## config.mk

```make
export PLATFORM = sky130hd
export DESIGN_NAME = rd_data2blk
export DESIGN_NICKNAME = d
export VERILOG_FILES = /design/src/rtl/sha_mem_pkg.sv /design/src/rtl/rd_valid_pipe.sv /design/src/rtl/rd_data2blk.sv
export SDC_FILE = /design/constraint.sdc
export NUM_CORES = 1
export LEC_CHECK = 0
export BUFFER_PORTS_ARGS = -buffer_cell sky130_fd_sc_hd__buf_2
export CORE_MARGIN = 8
export CORE_UTILIZATION = 50
export CTS_CLUSTER_DIAMETER = 80
export DETAILED_ROUTE_END_ITERATION = 8
export PLACE_DENSITY = 0.75
export SLEW_MARGIN = 5
export SYNTH_ARGS = -nofsm -noshare
export SYNTH_HDL_FRONTEND = slang
export SYNTH_HIERARCHICAL = 1
export SYNTH_SLANG_ARGS = --single-unit
```

## constraint.sdc

```tcl
create_clock -name clk -period 6.35 [get_ports clk]
set_clock_uncertainty 0.2 [all_clocks]
set_input_delay 0.3175 -clock clk [delete_from_list [all_inputs] [get_ports clk]]
set_output_delay 0.3175 -clock clk [all_outputs]
set_load 0.02 [all_outputs]
```

## src/rtl/sha_mem_pkg.sv

```systemverilog
// Shared constants and FSM state type for the SHA datapath memory readers and writers.
package sha_mem_pkg;

  localparam int unsigned WORD_W      = 32;
  localparam int unsigned BLK_W       = 512;
  localparam int unsigned BLK_WORDS   = 16;
  localparam int unsigned ADDR_STRIDE = 4;

  typedef enum logic [1:0] {
    StIdle,
    StIssue,
    StDrain,
    StDone
  } mem_state_e;

endpackage

```

## src/rtl/rd_valid_pipe.sv

```systemverilog
// Shift register tracking which memory read slots return valid data.
module rd_valid_pipe #(
  parameter int unsigned Depth = 1
) (
  input  logic clk_i,
  input  logic rst_ni,
  input  logic valid_i,
  output logic valid_o
);

  logic [Depth-1:0] pipe_q;

  always_ff @(posedge clk_i or negedge rst_ni) begin
    if (!rst_ni) begin
      pipe_q <= '0;
    end else begin
      pipe_q[0] <= valid_i;
      for (int i = 1; i < int'(Depth); i++) begin
        pipe_q[i] <= pipe_q[i-1];
      end
    end
  end

  assign valid_o = pipe_q[Depth-1];

endmodule

```

## src/rtl/rd_data2blk.sv

```systemverilog
// Reads a run of 32-bit words from data memory and packs them big-endian into a 512-bit block.
module rd_data2blk
  import sha_mem_pkg::*;
#(
  parameter logic [31:0] BASE_ADDR  = 32'd0,
  parameter int unsigned N_WORDS    = 16,
  parameter int unsigned RD_LATENCY = 1
) (
  input  logic               clk,
  input  logic               reset,
  input  logic               start,
  output logic               en_r_datamem,
  output logic [WORD_W-1:0]  addr_mem,
  input  logic [WORD_W-1:0]  data_mem_in,
  output logic               busy,
  output logic               done,
  output logic [BLK_W-1:0]   block_out
);

  mem_state_e        state_q, state_d;
  logic [4:0]        issue_idx_q, issue_idx_d;
  logic [4:0]        capture_idx_q, capture_idx_d;
  logic [WORD_W-1:0] shadow_q [BLK_WORDS];
  logic [WORD_W-1:0] shadow_d [BLK_WORDS];
  logic              en_q, en_d;
  logic [WORD_W-1:0] addr_q, addr_d;
  logic              busy_q, busy_d;
  logic              done_q, done_d;
  logic [BLK_W-1:0]  block_q, block_d;
  logic              cap_valid;

  rd_valid_pipe #(
    .Depth (RD_LATENCY)
  ) u_valid_pipe (
    .clk_i   (clk),
    .rst_ni  (reset),
    .valid_i (en_q),
    .valid_o (cap_valid)
  );

  always_comb begin
    state_d       = state_q;
    issue_idx_d   = issue_idx_q;
    capture_idx_d = capture_idx_q;
    shadow_d      = shadow_q;
    en_d          = en_q;
    addr_d        = addr_q;
    busy_d        = busy_q;
    done_d        = done_q;
    block_d       = block_q;

    if (cap_valid && (capture_idx_q < 5'(N_WORDS)) &&
        ((state_q == StIssue) || (state_q == StDrain))) begin
      shadow_d[capture_idx_q[3:0]] = data_mem_in;
      capture_idx_d                = capture_idx_q + 5'd1;
    end

    unique case (state_q)
      StIdle: begin
        if (start) begin
          state_d       = StIssue;
          en_d          = 1'b1;
          addr_d        = BASE_ADDR;
          busy_d        = 1'b1;
          issue_idx_d   = '0;
          capture_idx_d = '0;
        end
      end
      StIssue: begin
        issue_idx_d = issue_idx_q + 5'd1;
        if (issue_idx_q == 5'(N_WORDS - 1)) begin
          en_d    = 1'b0;
          state_d = StDrain;
        end else begin
          addr_d = addr_q + 32'(ADDR_STRIDE);
        end
      end
      StDrain: begin
        // Look at the post-capture count so done lands the cycle after the last word.
        if (capture_idx_d == 5'(N_WORDS)) begin
          state_d = StDone;
          done_d  = 1'b1;
          busy_d  = 1'b0;
          for (int i = 0; i < int'(BLK_WORDS); i++) begin
            block_d[BLK_W-1-WORD_W*i -: WORD_W] = shadow_d[i];
          end
        end
      end
      StDone: begin
        done_d  = 1'b0;
        state_d = StIdle;
      end
      default: state_d = StIdle;
    endcase
  end

  always_ff @(posedge clk or negedge reset) begin
    if (!reset) begin
      state_q       <= StIdle;
      issue_idx_q   <= '0;
      capture_idx_q <= '0;
      en_q          <= 1'b0;
      addr_q        <= '0;
      busy_q        <= 1'b0;
      done_q        <= 1'b0;
      block_q       <= '0;
      for (int i = 0; i < int'(BLK_WORDS); i++) begin
        shadow_q[i] <= '0;
      end
    end else begin
      state_q       <= state_d;
      issue_idx_q   <= issue_idx_d;
      capture_idx_q <= capture_idx_d;
      en_q          <= en_d;
      addr_q        <= addr_d;
      busy_q        <= busy_d;
      done_q        <= done_d;
      block_q       <= block_d;
      shadow_q      <= shadow_d;
    end
  end

  assign en_r_datamem = en_q;
  assign addr_mem     = addr_q;
  assign busy         = busy_q;
  assign done         = done_q;
  assign block_out    = block_q;

endmodule

```

==> qor.txt <==
I/O Buffers: 579
Startpoint types: flop
Status: finished clean
Worst-skew pair later-pin latency: 650 ps
Critical path arrival: 4300 ps
Seq pwr share: 0.507
Commonest non-fill, non-tap cell in the layout: dfrtp_1
Core area: 0.0807 mm2
Seq. cell area: 0.0268 mm2
Compound-cell area share of the yosys netlist: 0.00616
Root Driver: clkbuf_16
CTS tree: yes
Total wire length: 105000 um
Mux cell area share after synthesis: 0.285
Routability Congestion: 0.816
Hold Path Stages: 2
Gr usage total: 0.229
Fmax: 0.251 GHz
Setup tns final: 0 ps
Total Nets Final: 3110
Slowest-stage cell, CP: nor2_8
Clock share of power: 0.472
CTS Sinks: 1070
Setup violations, final: 0
Leakage: 26.6 nW
Hold Violations, Final: 0
Number of global-route vias before repair: 25.2k
Worst-path clk slew: 60 ps
Post-route insts no fill: 4207
Ys flop type: dfrtp_1
Netlist cell types: 48
Worst Path Max Fanout: 48
Worst hold path class: primary input to flop
CTS Buf Count: 105
NetSw: 0.00279 W
Post-synthesis xor/xnor area fraction: 0.00429
First-pass GRT wire length: 160000 um
Share of layout cells above drive strength 1: 0.432
Residual DRC: 0
Max clock buf depth: 3
DR WL/cell: 25.0 um
Pwr/cell area: 280 mW/mm2
Layout area overhead: 18.1%
Starting density of the core: 0.506
Max_slew headroom: 0.201
Peak VDD IR: 0.000227 V
Post-synth ARST share: 1.00
DP Worst Slack: 2420 ps
Post-layout util: 0.597
Cells after Synth: 2487
Total number of yosys warnings: 6
Post-synthesis simple-gate area fraction: 0.0200
Least-Margin Pin Slew: 1200 ps
Worst Path Buf+Inv: 2
Worst path cell trace: inv_1 -> ha_1 -> nand3_1 -> nor4_2 -> o22ai_2 -> nor2_8 -> buf_4 -> mux2_1
Die area: 0.0910 mm2
Max-slew violations: 0
Critical path's top delay family: simple AND/OR/NAND/NOR gates
Placed Cells: 4014
Vias per cell: 5.44
Detailed Route Iter0 Violations: 1239
Pint: 0.0107 W
Worst reg2reg path depth: 8
Synth Cell Area: 0.0408 mm2
Most frequent cells in the layout: dfrtp_1, buf_2, mux2_2
Worst path max stage delay: 670 ps
Adder-cell share of the synthesized area: 0.00368
Worst setup EP type: flop
Final worst slack: 2370 ps
Post-synthesis sequential area ratio: 0.656
Gate power share: 0.020
Worst setup path class: flop to flop
Switch share: 0.207
Die width: 302 um
Post-synth EDFFs: 0
Clock H-tree levels: 3
FF+latch count, synth: 1070
Final min period: 3980 ps
Filler cell count in the final layout: 6146
Mean Syn Cell Area: 16.4 um2
Number of cells on the critical path: 8
Vias: 22.9k
Initial antenna violation count: 2
Final period util: 0.626
MaxCap Viol Count: 0
Rows: 104
DRT antenna net count: 0
Hpwl dp: 70700 um
Critical Path RT: 6670 ps
GRT overflow: 0
Top Ports: 582
Post-CTS setup buffer count: 0
Die H: 302 um
RSZ-0062 raised after global routing: no
Largest net degree at the start of global routing: 185
Largest family of logic cells by synthesized area: multiplexers
Pre-Repair DR Iteration Count: 5
Multi-input gate area: 0.0131 mm2
-- state kept, by name, indices dropped and copies added (netlist names) --
signal and cells:
issue_idx_q 5, capture_idx_q 5, busy 1, addr_mem 30
block_out 512, done 1, en_r_datamem 1, u_valid_pipe/valid_o 1
shadow_q 512, state_q 2
-- synthesized netlist by cell type, types with 2 or more instances --
master,number,share of area
a21oi_1,8,0.00098
a22oi_1,2,0.00037
and2_1,2,0.00031
and3_1,8,0.0012
and4_1,2,0.00043
buf_2,51,0.0063
buf_4,14,0.0026
buf_6,40,0.011
clkbuf_1,41,0.0038
dfrtp_1,1070,0.66
ha_1,12,0.0037
inv_1,12,0.0011
mux2_1,466,0.13
mux2_2,558,0.15
mux2i_1,8,0.0020
nand2_1,36,0.0033
nand2b_1,3,0.00046
nand3_1,15,0.0018
nand3b_1,2,0.00037
nand4_1,14,0.0021
nor2_1,36,0.0033
nor2b_1,4,0.00061
nor3_1,7,0.00086
nor3_2,7,0.0017
nor4_2,3,0.00092
o211ai_1,2,0.00037
o21ai_0,18,0.0022
or3_1,7,0.0011
or4_1,2,0.00037
xor2_1,19,0.0041
-- layout make-up --
class,instances,share of cell area
flip-flops and latches,1070,0.556
multi-input cells,1258,0.272
repair buffers,616,0.0686
clock buffers,154,0.0642
well taps,1060,0.0275
clock inverters,31,0.0105
inverters,12,0.000935
diodes,6,0.000312
-- through the flow --
| step | power (W) | area [um2] | hold WS (ps) |
|---|---|---|---|
| finish | 0.0135 | 48200 | 119 |
| global placement | 0.00724 | 44500 | 230 |
| floorplan | 0.00701 | 40800 | -178 |
| detailed placement | 0.00725 | 44500 | 228 |
| global route | 0.0139 | 48200 | 88.4 |
| CTS | 0.0136 | 48200 | 48.9 |
-- logic make-up (layout without fill, tap and decap cells) --
| kind of cell | Yosys count | in the layout |
|---|---|---|
| other | 1 | 8 |
| flip-flops | 1070 | 1070 |
| XOR/XNOR | 20 | 20 |
| AND/OR/NAND/NOR | 152 | 152 |
| adder cells (fa/ha/maj) | 12 | 12 |
| buffers and inverters | 160 | 813 |
| multiplexers | 1032 | 1032 |
| AO/OA/AOI/OAI | 40 | 40 |
-- timing repair --
item	CTS	global route
hold endpoints to repair	98	0
hold buffers	2	0
endpoints found under the setup margin	0	0
resized for setup	0	0
-- worst register-to-register path: cells and delay by family, from the launching register on --
kind                       cells  cell delay [ps]
buffers and inverters          2              790
muxes                          1              440
AOI/OAI and AO/OA              1              210
and+or+nand+nor                3             1240
adders and majority gates      1              560
DFF                            1              410
-- per-layer routing --
metal | GRT usage | vias to the layer above | part of all wire
li1 | - | 9878 | -
met1 | 0.296 | 12200 | 0.42
met2 | 0.382 | 663 | 0.49
met3 | 0.0545 | 174 | 0.063
met4 | 0.0730 | 0 | 0.029
met5 | 0 | - | 0
-- worst paths after layout --
kind | to | slack, ps | start
worst max register to register | block_out[427] | 2370 | state_q[0]
worst min register to register | block_out[237] | 280 | block_out[237]
max in group asynchronous | block_out[292] | 4190 | reset
worst max-delay path | block_out[427] | 2370 | state_q[0]
worst min-delay path | shadow_q[85] | 120 | data_mem_in[21]
min in group asynchronous | block_out[441] | 130 | reset
-- power groups by stage --
stage	logic [W]	clock network (W)	registers (W)
floorplan	0.0000454	0	0.00697
global placement	0.000273	0	0.00697
detailed placement	0.000283	0	0.00697
CTS	0.000284	0.00651	0.00684
global route	0.000308	0.00679	0.00684
finish	0.000274	0.00637	0.00684
Power figures use the tool's default switching activity.
